--- src/rtl/int0_pkg.sv ---
// Shared Int0 lane types: issuer state encoding and destination/token field layout.
package int0_pkg;

    localparam int unsigned NodeW = 16;

    typedef enum logic [1:0] {
        StIdle  = 2'b00,
        StEmitT = 2'b01,
        StEmitF = 2'b10
    } tis_state_e;

    // One destination; a token is laid out as {node, lr, uni_opr, data}.
    typedef struct packed {
        logic [NodeW-1:0] node;
        logic             lr;
        logic             uni_opr;
    } tis_dest_t;

    localparam int unsigned DestW = $bits(tis_dest_t);

endpackage

--- src/rtl/tis_counter.sv ---
// Wrapping statistics counter with enable and synchronous active-high reset.
module tis_counter #(
    parameter int unsigned CNT_W = 16
) (
    input  logic             clk_i,
    input  logic             rst_i,
    input  logic             en_i,
    output logic [CNT_W-1:0] cnt_o
);

    logic [CNT_W-1:0] cnt_d, cnt_q;

    // Increment on enable; natural overflow gives the wrap to zero.
    always_comb begin
        cnt_d = cnt_q;
        if (en_i) begin
            cnt_d = cnt_q + CNT_W'(1);
        end
    end

    // Counter state.
    always_ff @(posedge clk_i) begin
        if (rst_i) begin
            cnt_q <= '0;
        end else begin
            cnt_q <= cnt_d;
        end
    end

    assign cnt_o = cnt_q;

endmodule

--- src/rtl/token_issuer.sv ---
// Serialises one resolved destination set into zero, one or two result tokens.
module token_issuer
    import int0_pkg::*;
#(
    parameter int unsigned DATA_W = 32,
    parameter int unsigned CNT_W  = 16
) (
    input  logic              clk_i_tis,
    input  logic              rst_i_tis,
    input  logic              in_valid_i_tis,
    output logic              in_ack_o_tis,
    input  logic [NodeW-1:0]  t_node_i_tis,
    input  logic              t_lr_i_tis,
    input  logic              t_uni_opr_i_tis,
    input  logic [NodeW-1:0]  f_node_i_tis,
    input  logic              f_lr_i_tis,
    input  logic              f_uni_opr_i_tis,
    input  logic              cp_i_tis,
    input  logic              terminate_i_tis,
    input  logic [DATA_W-1:0] data_i_tis,
    output logic              out_valid_o_tis,
    input  logic              out_ack_i_tis,
    output logic [NodeW-1:0]  out_node_o_tis,
    output logic              out_lr_o_tis,
    output logic              out_uni_opr_o_tis,
    output logic [DATA_W-1:0] out_data_o_tis,
    output logic              out_last_o_tis,
    output logic              term_o_tis,
    output logic [CNT_W-1:0]  issued_cnt_o_tis,
    output logic [CNT_W-1:0]  term_cnt_o_tis
);

    tis_state_e        state_d, state_q;
    logic              out_valid_d, out_valid_q;
    logic              out_last_d, out_last_q;
    tis_dest_t         out_dest_d, out_dest_q;
    logic [DATA_W-1:0] out_data_d, out_data_q;
    tis_dest_t         f_dest_d, f_dest_q;
    logic              term_d, term_q;

    logic out_hs;
    logic in_ack;
    logic in_hs;
    logic term_hs;

    assign out_hs  = out_valid_q & out_ack_i_tis;
    // Accept when idle, or when the final token of the current set leaves this cycle.
    assign in_ack  = (state_q == StIdle) | ((state_q != StIdle) & out_hs & out_last_q);
    assign in_hs   = in_valid_i_tis & in_ack;
    assign term_hs = in_hs & terminate_i_tis;

    // Next-state and registered-output computation.
    always_comb begin
        state_d     = state_q;
        out_valid_d = out_valid_q;
        out_last_d  = out_last_q;
        out_dest_d  = out_dest_q;
        out_data_d  = out_data_q;
        f_dest_d    = f_dest_q;
        term_d      = 1'b0;

        unique case (state_q)
            StEmitT: begin
                if (out_hs) begin
                    // In EMIT_T, out_last is the inverse of the captured copy flag.
                    if (!out_last_q) begin
                        state_d    = StEmitF;
                        out_dest_d = f_dest_q;
                        out_last_d = 1'b1;
                    end else begin
                        state_d     = StIdle;
                        out_valid_d = 1'b0;
                    end
                end
            end
            StEmitF: begin
                if (out_hs) begin
                    state_d     = StIdle;
                    out_valid_d = 1'b0;
                end
            end
            default: begin
                state_d = StIdle;
            end
        endcase

        // A capture overrides completion so back-to-back sets have no bubble.
        if (in_hs) begin
            f_dest_d = '{node: f_node_i_tis, lr: f_lr_i_tis, uni_opr: f_uni_opr_i_tis};
            if (terminate_i_tis) begin
                state_d     = StIdle;
                out_valid_d = 1'b0;
                term_d      = 1'b1;
            end else begin
                state_d     = StEmitT;
                out_valid_d = 1'b1;
                out_last_d  = ~cp_i_tis;
                out_dest_d  = '{node: t_node_i_tis, lr: t_lr_i_tis, uni_opr: t_uni_opr_i_tis};
                out_data_d  = data_i_tis;
            end
        end
    end

    // FSM state, holding register and registered outputs.
    always_ff @(posedge clk_i_tis) begin
        if (rst_i_tis) begin
            state_q     <= StIdle;
            out_valid_q <= 1'b0;
            out_last_q  <= 1'b0;
            out_dest_q  <= '0;
            out_data_q  <= '0;
            f_dest_q    <= '0;
            term_q      <= 1'b0;
        end else begin
            state_q     <= state_d;
            out_valid_q <= out_valid_d;
            out_last_q  <= out_last_d;
            out_dest_q  <= out_dest_d;
            out_data_q  <= out_data_d;
            f_dest_q    <= f_dest_d;
            term_q      <= term_d;
        end
    end

    tis_counter #(
        .CNT_W (CNT_W)
    ) u_issued_cnt (
        .clk_i (clk_i_tis),
        .rst_i (rst_i_tis),
        .en_i  (out_hs),
        .cnt_o (issued_cnt_o_tis)
    );

    tis_counter #(
        .CNT_W (CNT_W)
    ) u_term_cnt (
        .clk_i (clk_i_tis),
        .rst_i (rst_i_tis),
        .en_i  (term_hs),
        .cnt_o (term_cnt_o_tis)
    );

    assign in_ack_o_tis      = in_ack;
    assign out_valid_o_tis   = out_valid_q;
    assign out_node_o_tis    = out_dest_q.node;
    assign out_lr_o_tis      = out_dest_q.lr;
    assign out_uni_opr_o_tis = out_dest_q.uni_opr;
    assign out_data_o_tis    = out_data_q;
    assign out_last_o_tis    = out_last_q;
    assign term_o_tis        = term_q;

endmodule

--- config.mk ---
export PLATFORM = sky130hd
export DESIGN_NAME = token_issuer
export DESIGN_NICKNAME = d
export VERILOG_FILES = /design/src/rtl/int0_pkg.sv /design/src/rtl/tis_counter.sv /design/src/rtl/token_issuer.sv
export SDC_FILE = /design/constraint.sdc
export NUM_CORES = 1
export LEC_CHECK = 0
export BUFFER_PORTS_ARGS = -buffer_cell sky130_fd_sc_hd__buf_2
export CAP_MARGIN = 20
export CORE_ASPECT_RATIO = 1.2
export CORE_MARGIN = 4
export CORE_UTILIZATION = 55
export CTS_BUF_LIST = sky130_fd_sc_hd__clkbuf_8
export CTS_CLUSTER_DIAMETER = 120
export CTS_CLUSTER_SIZE = 40
export DETAILED_ROUTE_END_ITERATION = 8
export GPL_TIMING_DRIVEN = 0
export PLACE_DENSITY = 0.88
export SYNTH_ARGS = -nofsm -noshare
export SYNTH_HDL_FRONTEND = slang
export SYNTH_SLANG_ARGS = --single-unit
--- constraint.sdc ---
create_clock -name clk_i_tis -period 4.3 [get_ports clk_i_tis]
set_clock_uncertainty 0.1 [all_clocks]
set_input_delay 0.86 -clock clk_i_tis [delete_from_list [all_inputs] [get_ports clk_i_tis]]
set_output_delay 0.86 -clock clk_i_tis [all_outputs]
set_load 0.05 [all_outputs]
Yosys cells after proc, flatten, opt, wreduce, memory -nomap -nowiden

Cells that the tools add are included.

Register bits after elaboration: 105
Input bits: 74
Word-level logic and storage cells: 58

$add $sub $neg: 2
Equal/unequal tests: 5
Multiplexer cells: 22
Bitwise logic cells: 9
Reductions and logical operators: 7

Operators with widths:

| operator                                      | number |
|---|---|
| two-way mux 18 bit                            | 5 |
| adder 16 x 1 -> 16 bit, second input constant | 2 |
| two-way mux 1 bit                             | 11 |
| != test 3 bit, second input constant          | 3 |
| two-way mux 2 bit                             | 4 |
| AND 1 bit                                     | 5 |
| case mux 2 bit (2 select lines)               | 1 |
| AND reduction 2 bit                           | 2 |
| AND reduction 4 bit                           | 1 |
| inverter 1 bit                                | 3 |
| nonzero test 3 bit                            | 1 |
| == test 2 x 1 -> 1 bit, second input constant | 1 |
| == test 2 bit, second input constant          | 1 |
| logical NOT 2 bit                             | 1 |
| case mux 1 bit (2 select lines)               | 1 |
| nonzero test 2 bit                            | 1 |
| OR reduction 2 bit                            | 1 |
| OR 1 bit                                      | 1 |

Longest topological paths before layout

Gate-level depths: netlist of run 1.

Depth after elaboration: 7
Mapped depth: 7

By module

Synthesis of run 1 repeated with hierarchy kept, for this count alone.

Cells, all modules: 474
Area total of the unflattened synthesis: 4336.7 um2

By module, submodules not included:

| module       | times used | cells an instance | area each (um2) | seq. area each (um2) |
|---|---|---|---|---|
| token_issuer | 1          | 308               | 2822.7          | 1461.4 |
| tis_counter  | 2          | 83                | 757.0           | 320.3 |

Worst setup path after synthesis of run 1

OpenSTA, ideal clock, no wires.

Path kind: input-to-output
Start: in out_ack_i_tis
End: out in_ack_o_tis
Arrival time: 1.503 ns
Required time: 3.340 ns
Slack: 1.837 ns
Stages on the path: 3
Buffers on the path: 1
Cell sequence: buf_2 > nand3_1 > nand2_1

Word-level cells in the longest chain between the ends: 4

Ends and longest elaborated chain:

| what                    | line               | source |
|---|---|---|
| start: declaration      | token_issuer.sv:22 | `input logic out_ack_i_tis,` |
| AND 1 bit               | token_issuer.sv:46 | `assign out_hs = out_valid_q & out_ack_i_tis;` |
| AND 1 bit (2 in series) | token_issuer.sv:48 | `assign in_ack = (state_q == StIdle) \| ((state_q != StIdle) & out_hs & out_last_q);` |
| OR 1 bit                | token_issuer.sv:48 |  |
| end: declaration        | token_issuer.sv:11 | `output logic in_ack_o_tis,` |

Every way passes these cells.

Worst setup path in the final report of run 1

Ends and elaborated chain as after synthesis.

==> metrics, run 1 <==
final hold slack=between 0.3 and 0.4 ns; worst min path class=reg2reg; Peak supply drop=approximately 300 uV; post-layout min period=around 2.5 ns; Chip Height=around 100 microns; share of layout cells above drive strength 1=about 30%; CTS HTree Levels=3; Yosys cell types=between 40 and 50; Setup Total Neg Slack=0 ns; worst slew pin tran=about 0.69 ns; flop-to-flop setup slack=around 2.3 ns; drt drc=0; Pint=approximately 1300 uW; delay-heaviest family, CP=buffers and inverters; Fillers=617; die area=around 9200 sq um; Synth top area share=49.24%; Synth area leader=dfxtp_1; Total Routing Usage GR=about a quarter; most frequent cells in the layout=168 x buf_2, 115 x nand2_1, 105 x dfxtp_1, 68 x a21oi_1, 40 x nor2_1; Finish-stage setup viols=0; postcts setup bufs=0; post-cts sizing count=0; worst setup margin=1.822 ns; I/O Buffers=about 160; crit path kind=in2out; Comb power frac=between 10% and 20%; initial DRC count=176; routed via count=4055; Num CTS Buffers=9; CP endpoint kind=output port; fin crit share=57.63%; CP max-delay cell=buf_2; CTS Buffer Depth=2; vias per cell=roughly 5.3; cell count after synthesis=approximately 500; Ys Warns=0; CP Max Fanout=9; Worst-path clk slew=roughly 0.10 ns; site row count=34; slowest stage delay, CP=around 0.26 ns; RD Place Congestion=between 0.7 and 0.8; leakage=between 0.002 and 0.0025 uW; Rel. slew slack=a little over half; CP Launch Type=input port; CP Depth=4; vias in the first global route=roughly 3.9k; pwr/cell area=approximately 360 nW/um^2; Clock Latency Late Sink=about 0.35 ns; post-synthesis sequential area ratio=approximately half; io pins=160; Net Sw Frac=between 30% and 40%; crit path buf inv count=2; reg2reg start=out_valid_o_tis$_SDFFE_PP0P_; f_max=slightly above 400 MHz; overall power=1925 uW; commonest non-fill, non-tap cell in the layout=buf_2; final layout net count=about 740; Clock Sinks=between 100 and 150; largest net degree at the start of global routing=18; Mapped Nets=574; Max-Cap Viols=0; Detail Route Antenna Nets=0; Final Slew Violations=0; CP endpoint=in_ack_o_tis; Cell Area, Synth=~4300 sq um; Remaining Overflow, GRT=0; worst path cell trace=buf_2 -> nand3_1 -> nand2_1 -> buf_2; hold_buf cts=0; unrepaired setup endpoints after global routing=false; synth-to-layout area growth=25.06%; Die Wd=about 88 microns; Detailed Place HPWL=8537 microns; reg2reg path depth=7; core area=~7400 sq um; Clock power frac=roughly 28%; status=completed; part of the power in registers=a little over half; first-pass GRT wire length=about 18000 microns; CP Launch Point=out_ack_i_tis; most used cell, CP=buf_2; routed length per placed instance=about 14 microns; Synth area leaders=dfxtp_1 49%, nand2_1 10%, a21oi_1 8.0%; Arrival @ worst endpoint=1.52 ns; initial antenna violation count=0; CTS tree=yes; n_diodes=0; Initial Util=slightly below 60%; CTS Root Cell=clkbuf_8; Critical Path RT=3.34 ns; Yosys reg bits=between 100 and 150; reg2reg end=out_node_o_tis[12]$_SDFF_PP0_; Avg Synthesized Cell Area=roughly 8.6 sq um; NetSw=between 500 and 600 uW; Routed WL=11000 microns; DR pass1 iterations=6; Hold Vio Cnt, Final=0; dpl ws=1.765 ns
[flip-flops by register name, indices dropped and copies added (netlist names)]
signal and cells:
u_issued_cnt.cnt_o 16, out_uni_opr_o_tis 1, out_lr_o_tis 1, term_o_tis 1, out_last_o_tis 1, state_q 2
out_data_o_tis 32, u_term_cnt.cnt_o 16, out_node_o_tis 16, out_valid_o_tis 1, f_dest_q 18
[synth_stat cells (all sizes together)]
library cell / n
nand3: 12
and3: 2
or2: 2
a2111o: 1
ha: 2
o211ai: 1
and4: 3
nand4b: 1
o21ai: 10
nor3b: 2
o31ai: 4
nand4: 6
xor2: 4
a2bb2oi: 1
nand3b: 2
a211oi: 19
nand2: 115
a21oi: 69
clkbuf: 15
mux2i: 19
or4: 4
or3b: 1
a22oi: 1
buf: 16
inv: 4
mux2: 4
nor2: 40
a21o: 1
o2111ai: 1
nor4: 2
dfxtp: 105
or3: 9
nor2b: 6
nor3: 5
xnor2: 9
[routing by layer]
layer / track usage, % / wire length, microns / vias up
met1: 28.39 / 4355 / 1849
met5: 0 / 0 / -
met2: 41.55 / 5551 / 153
li1: - / - / 2046
met3: 7.765 / 1011 / 7
met4: 5.400 / 81 / 0
[worst register-to-register path, stage by stage (launching register included)]
cell	delay [ns]
dfxtp_1	0.33
buf_2	0.20
nand4b_1	0.13
or2_2	0.29
buf_4	0.19
buf_2	0.23
mux2i_1	0.18
a211oi_2	0.25
[layout make-up]
| type | instances | area [sq um] | area share, % |
|---|---|---|---|
| Clock buffer | 9 | 123.9 | 2.320 |
| Sequential cell | 105 | 2102 | 39.37 |
| Tap cell | 90 | 112.6 | 2.109 |
| Inverter | 4 | 15.01 | 0.2812 |
| Timing Repair Buffer | 157 | 785.8 | 14.72 |
| Clock inverter | 7 | 47.55 | 0.8906 |
| Buffer | 31 | 156.4 | 2.929 |
| Multi-Input combinational cell | 358 | 1996 | 37.38 |
[how the worst min path moves through the flow]
stage | cells after the start | end | from | slack [ns]
6_report | 2 | out_data_o_tis[17]$_SDFFE_PP0P_ | out_data_o_tis[17]$_SDFFE_PP0P_ | 0.36
5_1_grt | 2 | out_data_o_tis[25]$_SDFFE_PP0P_ | out_data_o_tis[25]$_SDFFE_PP0P_ | 0.37
4_1_cts | 2 | out_data_o_tis[17]$_SDFFE_PP0P_ | out_data_o_tis[17]$_SDFFE_PP0P_ | 0.36
3_5_place_dp | 2 | out_data_o_tis[17]$_SDFFE_PP0P_ | out_data_o_tis[17]$_SDFFE_PP0P_ | 0.34
3_3_place_gp | 2 | out_data_o_tis[18]$_SDFFE_PP0P_ | out_data_o_tis[18]$_SDFFE_PP0P_ | 0.34
2_1_floorplan | 2 | f_dest_q[0]$_SDFFE_PP0N_ | f_dest_q[0]$_SDFFE_PP0N_ | 0.34
[power groups by stage]
stage | Clock [uW] | Combinational (uW) | Sequential [uW]
2_1_floorplan | 0 | 124 | 1180
3_3_place_gp | 0 | 332 | 1060
3_5_place_dp | 0 | 340 | 1070
4_1_cts | 554 | 340 | 1040
5_1_grt | 599 | 367 | 1050
6_report | 544 | 338 | 1040
[stage by stage]
stage               util (%)  std cells  instance area [sq um]
finish                 72.13        761                   5339
global route           72.13        761                   5339
CTS                    72.13        761                   5339
detailed placement     69.81        745                   5167
global placement       69.81        745                   5167
floorplan                  -        498                   4269
[cells by family after synthesis]
group	Yosys count	share of synthesized area (%)
adder cells (fa/ha/maj)	2	0.5861
flip-flops	105	49.24
XOR/XNOR	13	2.667
buffers and inverters	35	4.015
multiplexers	23	5.510
AND/OR/NAND/NOR	212	22.33
AO/OA/AOI/OAI	108	15.65
Note: power is estimated with default switching activity, not from simulation.
==> inputs of run 2 (changes only) <==
- CORE_UTILIZATION: 55 -> 51
- PLACE_DENSITY: 0.88 -> 0.82
- clock period: 4.3 -> 2.3 ns (I/O delays scaled with it)
==> run 2 against run 1 <==
Net effect:
- final cell count is 3.2% higher
- global-route usage is 1.5 points lower
- critical path depth unchanged
- sequential cell count did not move
- sequential share of layout area shrank 0.47 points
- worst setup slack got worse by 1.5 ns
- combinational power up 87%
- design area is 1.2% higher
- clock-buffer cell count rose by 2
==> metrics, run 2 (synthesis results as in run 1) <==
hold_buf cts=0 (unchanged); n_diodes=0 (unchanged); f_max=between 500 and 600 MHz; routed via count=4049 (-0.15%); drt drc=0 (unchanged); Detailed Place HPWL=8433 microns (-1.2%); die area=9905 sq um (+7.2%); most frequent cells in the layout=168 x buf_2, 115 x nand2_1, 105 x dfxtp_1, 68 x a21oi_1, 40 x nor2_1; Detail Route Antenna Nets=0 (unchanged); io pins=160 (unchanged); pwr/cell area=695.3 nW/um^2 (+93%); Peak supply drop=508.6 uV (+67%); I/O Buffers=157 (unchanged); CTS Buffer Depth=2 (unchanged); flop-to-flop setup slack=0.34 ns (-1.97 ns); CP Launch Point=state_q[0]$_SDFFE_PP0P_; reg2reg end=out_node_o_tis[13]$_SDFF_PP0_; worst path cell trace=buf_6 -> or2_1 -> nand2_1 -> buf_2; vias per cell=5.158 (-3.2%); DR pass1 iterations=4 (-2); routed length per placed instance=14.12 microns (-2.3%); max FFs per register=32 (unchanged); worst slew pin tran=0.6886 ns (-0.0006105 ns); Num CTS Buffers=9 (unchanged); CTS Root Cell=clkbuf_8; Critical Path RT=1.74 ns (-1.60 ns); CP endpoint=in_ack_o_tis; worst min path class=in2reg; Clock Sinks=105 (unchanged); Chip Height=108.2 microns (+3.6%); crit path buf inv count=2 (unchanged); Worst-path clk slew=0.10 ns (about the same); crit path kind=reg2out; Die Wd=91.52 microns (+3.5%); reg2reg path depth=7 (unchanged); Rel. slew slack=54.09% (about the same); Setup Total Neg Slack=0 ns (unchanged); Arrival @ worst endpoint=1.41 ns (-0.11 ns); site row count=36 (+5.9%); final layout net count=742 (unchanged); Total Routing Usage GR=22.41% (-1.5 points); commonest non-fill, non-tap cell in the layout=buf_2; post-layout min period=roughly 2.0 ns; core area=8153 sq um (+10%); RD Place Congestion=0.7943 (-0.36%); leakage=0.002445 uW (+0.66%); Max-Cap Viols=0 (unchanged); CTS tree=yes; fin crit share=between 80% and 90%; CP Max Fanout=9 (unchanged); CP endpoint kind=output port; CP Launch Type=register; Clock Latency Late Sink=0.37 ns (+0.02 ns); CP max-delay cell=dfxtp_1; Initial Util=52.36% (-5.3 points); status=completed; first-pass GRT wire length=18060 microns (-0.57%); slowest stage delay, CP=0.32 ns (+0.06 ns); Routed WL=11090 microns (+0.77%); postcts setup bufs=0 (unchanged); Fillers=697 (+13%); initial antenna violation count=0 (unchanged); final hold slack=0.1825 ns (-0.1745 ns); unrepaired setup endpoints after global routing=false; Hold Vio Cnt, Final=0 (unchanged); synth-to-layout area growth=26.58%; reg2reg start=out_valid_o_tis$_SDFFE_PP0P_; delay-heaviest family, CP=buffers and inverters; Finish-stage setup viols=0 (unchanged); Final Slew Violations=0 (unchanged); share of layout cells above drive strength 1=30.25% (unchanged); post-cts sizing count=0 (unchanged); largest net degree at the start of global routing=17 (-1); Remaining Overflow, GRT=0 (unchanged); CP Depth=4 (unchanged); CTS HTree Levels=3 (unchanged); vias in the first global route=3831 (-2.9%); initial DRC count=177 (+0.57%)
## run 2: cell types whose count changed in the layout (fill, tap and decap cells not counted), sizes merged
cell	previous run	this run
clkinv	4	2
clkbuf	24	26
bufinv	0	1
inv	6	5
## run 2: how the worst min path moves through the flow
| stage | depth (start not counted) | start | slack, ns | to |
|---|---|---|---|---|
| 2_1_floorplan | 2 | f_dest_q[0]$_SDFFE_PP0N_ | 0.34 | f_dest_q[0]$_SDFFE_PP0N_ |
| 3_3_place_gp | 2 | out_data_o_tis[18]$_SDFFE_PP0P_ | 0.34 | out_data_o_tis[18]$_SDFFE_PP0P_ |
| 3_5_place_dp | 2 | out_data_o_tis[22]$_SDFFE_PP0P_ | 0.34 | out_data_o_tis[22]$_SDFFE_PP0P_ |
| 4_1_cts | 2 | cp_i_tis | 0.16 | out_last_o_tis$_SDFF_PP0_ |
| 5_1_grt | 2 | cp_i_tis | 0.17 | out_last_o_tis$_SDFF_PP0_ |
| 6_report | 2 | cp_i_tis | 0.18 | out_last_o_tis$_SDFF_PP0_ |
## run 2: metrics by stage
stage / setup WS [ns] / instances / instance area (sq um) / utilization, % / total power (uW)
floorplan: 0.1249 / 498 / 4269 / - / 2430
global placement: 0.2179 / 769 / 5197 / 63.75 / 2609
detailed placement: 0.1900 / 769 / 5197 / 63.75 / 2627
CTS: 0.3145 / 785 / 5404 / 66.28 / 3779
global route: 0.1494 / 785 / 5404 / 66.28 / 3915
finish: 0.3345 / 785 / 5404 / 66.28 / 3758
## run 2: power by group
part	leakage, uW	switching, uW	internal, uW
clock network	0.000107	617	560
registers	0.000857	47.4	1900
logic	0.00148	444	188
## run 2: cell type report
class	count	area (sq um)	area share [%]
timing repair buffer	157	785.8	14.54
multi-input combinational	358	1996	36.93
inverter	4	15.01	0.2778
clock buffer	11	151.4	2.802
clock inverter	5	55.05	1.019
tap	114	142.6	2.640
sequential	105	2102	38.90
buffer	31	156.4	2.894
## run 2: metal layers
metal / vias up / global-route usage, % / routed length, microns
li1: 2043 / - / -
met4: 0 / 7.974 / 183
met2: 146 / 37.49 / 5202
met3: 18 / 6.681 / 884
met1: 1842 / 27.40 / 4814
met5: - / 0 / 0
==> inputs of run 3 (changes only) <==
- CTS_BUF_LIST: sky130_fd_sc_hd__clkbuf_8 -> sky130_fd_sc_hd__clkbuf_4 sky130_fd_sc_hd__clkbuf_8
- SYNTH_HIERARCHICAL: default -> 1
==> run 3 against run 2 <==
Net effect:
- synthesized area up 1.6%
- largest cell class unchanged
- register-to-register slack worse by 0.19 ns
- sequential power is essentially flat
- total power shrank 6.0%
- clock power down 16%
- clock-buffer cell count is the same
- first-iteration DRC count down 27%
- critical path depth up 3
- die area increased by 1.5%
==> metrics, run 3 <==
status=completed; largest net degree at the start of global routing=16 (-1); final layout net count=724 (-2.4%); Num CTS Buffers=9 (unchanged); synth-to-layout area growth=26.63% (about the same); Primary FF master, synth=dfxtp_1; CTS HTree Levels=3 (unchanged); number of flops mapped to enable cells by yosys=0 (unchanged); worst setup margin=0.1451 ns (-0.1894 ns); io pins=160 (unchanged); pwr/cell area=643.1 nW/um^2 (-7.5%); first-pass GRT wire length=17110 microns (-5.2%); most frequent cells in the layout=165 x buf_2, 103 x dfxtp_1, 79 x nand2_1, 68 x nor2_1, 42 x a21oi_1; Final Slew Violations=0 (unchanged); leakage=0.002604 uW (+6.5%); worst hold path depth=2 (unchanged); Cell Area, Synth=4337 sq um (+1.6%); Hold Crit Start=cp_i_tis; Fillers=696 (-0.14%); dpl ws=-0.2659 ns (-0.4559 ns); Synth area leaders=dfxtp_1 48%, mux2i_1 8.8%, nand2_1 6.8%; CP Launch Type=register; Routed WL=10690 microns (-3.6%); n_diodes=0 (unchanged); Detail Route Antenna Nets=0 (unchanged); max FFs per register=32 (unchanged); Post-synth top cells=105 x dfxtp_1, 79 x nand2_1, 68 x nor2_1; DP Cell Count=746 (-3.0%); drt drc=0 (unchanged); worst min path class=in2reg; routed via count=3884 (-4.1%); initial antenna violation count=0 (unchanged); RD Place Congestion=0.8049 (+1.3%); core area=8198 sq um (+0.55%); Chip Height=109.0 microns (+0.73%); Total Routing Usage GR=21.09% (-1.3 points); DR pass1 iterations=4 (unchanged); worst slew pin tran=0.5058 ns (-0.1828 ns); post-synthesis sequential area ratio=48.47% (-0.77 points); cell count after synthesis=474 (-4.8%); site row count=36 (unchanged); vias in the first global route=3748 (-2.2%); flop-to-flop setup slack=0.15 ns (-0.19 ns); Mapped Nets=550 (-4.2%); post-layout util=66.99% (+0.70 points); Peak supply drop=393.1 uV (-23%); fin crit share=93.69% (+8.2 points); reg2reg path depth=7 (unchanged); Die Wd=92.18 microns (+0.72%); Detailed Place HPWL=8075 microns (-4.3%); top-count cell post-synth=dfxtp_1; Yosys cell types=45 (unchanged); Finish-stage setup viols=0 (unchanged); crit path kind=reg2reg; Avg Synthesized Cell Area=9.149 sq um (+6.7%); Ys Warns=6 (+6); Synth top area share=48.47% (-0.77 points); Clock Latency Late Sink=0.36 ns (about the same); Clock Sinks=105 (unchanged); Max-Cap Viols=0 (unchanged); CP Max Fanout=7 (-2); commonest non-fill, non-tap cell in the layout=buf_2; f_max=464.1 MHz (-8.8%); unrepaired setup endpoints after global routing=false; CTS tree=yes; Rel. slew slack=66.28% (+12 points); post-layout min period=2.155 ns (+0.1894 ns); Arrival @ worst endpoint=2.31 ns (+0.90 ns); CTS Root Cell=clkbuf_8; ys async rst share=0% (unchanged); Cell Count, Final, Fillers Out=767 (-2.3%); Initial Util=52.90% (+0.54 points); CP endpoint kind=register; reg2reg end=u_term_cnt/cnt_o[14]$_SDFFE_PP0P_; reg2reg start=state_q[0]$_SDFFE_PP0P_; I/O Buffers=158 (+0.64%); vias per cell=5.064 (-1.8%); Remaining Overflow, GRT=0 (unchanged); CTS Buffer Depth=2 (unchanged); share of layout cells above drive strength 1=33.23% (+3.0 points); Yosys reg bits=105 (unchanged); Critical Path RT=2.46 ns (+0.72 ns); Hold Vio Cnt, Final=0 (unchanged); initial DRC count=129 (-27%); Synth area leader=dfxtp_1; routed length per placed instance=13.94 microns (-1.3%); WHS Endpoint=out_last_o_tis$_SDFF_PP0_; Worst-path clk slew=0.09 ns (about the same); die area=10050 sq um (+1.5%)
## run 3: cell types whose count changed in the layout (fill, tap and decap cells not counted), moves of 7 or more
cell      before  now
nand2_1      115   79
nor2_1        40   68
a211oi_1      10   19
a211oi_2       9    0
a21oi_1       68   42
mux2i_1       19   38
or3_1          9    2
o21ai_0        9    2
## run 3: how the worst max path moves through the flow
stage / start / endpoint
after floorplan: out_last_o_tis$_SDFF_PP0_ / u_term_cnt/cnt_o[13]$_SDFFE_PP0P_
after global placement: out_ack_i_tis / u_term_cnt/cnt_o[13]$_SDFFE_PP0P_
after detailed placement: out_ack_i_tis / u_term_cnt/cnt_o[13]$_SDFFE_PP0P_
after CTS: state_q[0]$_SDFFE_PP0P_ / u_term_cnt/cnt_o[14]$_SDFFE_PP0P_
after global routing: state_q[0]$_SDFFE_PP0P_ / u_term_cnt/cnt_o[14]$_SDFFE_PP0P_
final: state_q[0]$_SDFFE_PP0P_ / u_term_cnt/cnt_o[14]$_SDFFE_PP0P_
## run 3: final cells by class
class                      instances  area [sq um]  area share (%)
sequential                       105          2110           38.41
multi-input combinational        334          2048           37.30
timing repair buffer             163         828.3           15.08
buffer                            29         178.9           3.258
tap                              114         142.6           2.597
clock buffer                      11         138.9           2.529
clock inverter                     5         22.52          0.4101
inverter                           6         22.52          0.4101
## run 3: per-layer routing
layer,global-route usage [%],share of wire (%)
met1,24.57,42
met2,38.15,51
met3,4.555,5.5
met4,7.643,1.6
met5,0,0
## run 3: critical path, stage by stage, from the launching register on
cell and delay [ns]:
dfxtp_1 0.37, or2_4 0.27, a21boi_2 0.14, buf_6 0.13, and2_4 0.19, nand3_1 0.19, nor4_2 0.30, mux2_2 0.36
## run 3: cell families after synthesis
kind of cell             Yosys count  share of synthesized area, %
flip-flops                       105                         48.47
adder cells (fa/ha/maj)            2                        0.5769
multiplexers                      42                         9.809
buffers and inverters             35                         4.645
XOR/XNOR                          20                         4.039
AO/OA/AOI/OAI                     72                         10.27
AND/OR/NAND/NOR                  198                         22.19
## run 3: power breakdown
part | total (uW) | switching (uW) | internal [uW]
clock network | 996 | 590 | 407
logic | 590 | 396 | 194
registers | 1950 | 48.8 | 1900
total | 3530 | 1030 | 2500
## run 3: timing repair
action	CTS	global route
setup buffers	1	4
hold buffers	0	0
gates resized for setup	2	1
pin swaps	1	1
endpoints found under the setup margin	4	3
hold endpoints to repair	0	0
## run 3: through the flow
step	hold WS (ns)	total power [uW]	setup TNS [ns]	cell area [sq um]
after floorplan	0.3596	2390	0	4345
after global placement	0.3384	2556	-0.6303	5279
after detailed placement	0.3463	2571	-0.8748	5279
after CTS	0.1600	3546	0	5455
after global routing	0.1559	3681	0	5492
final	0.1679	3532	0	5492
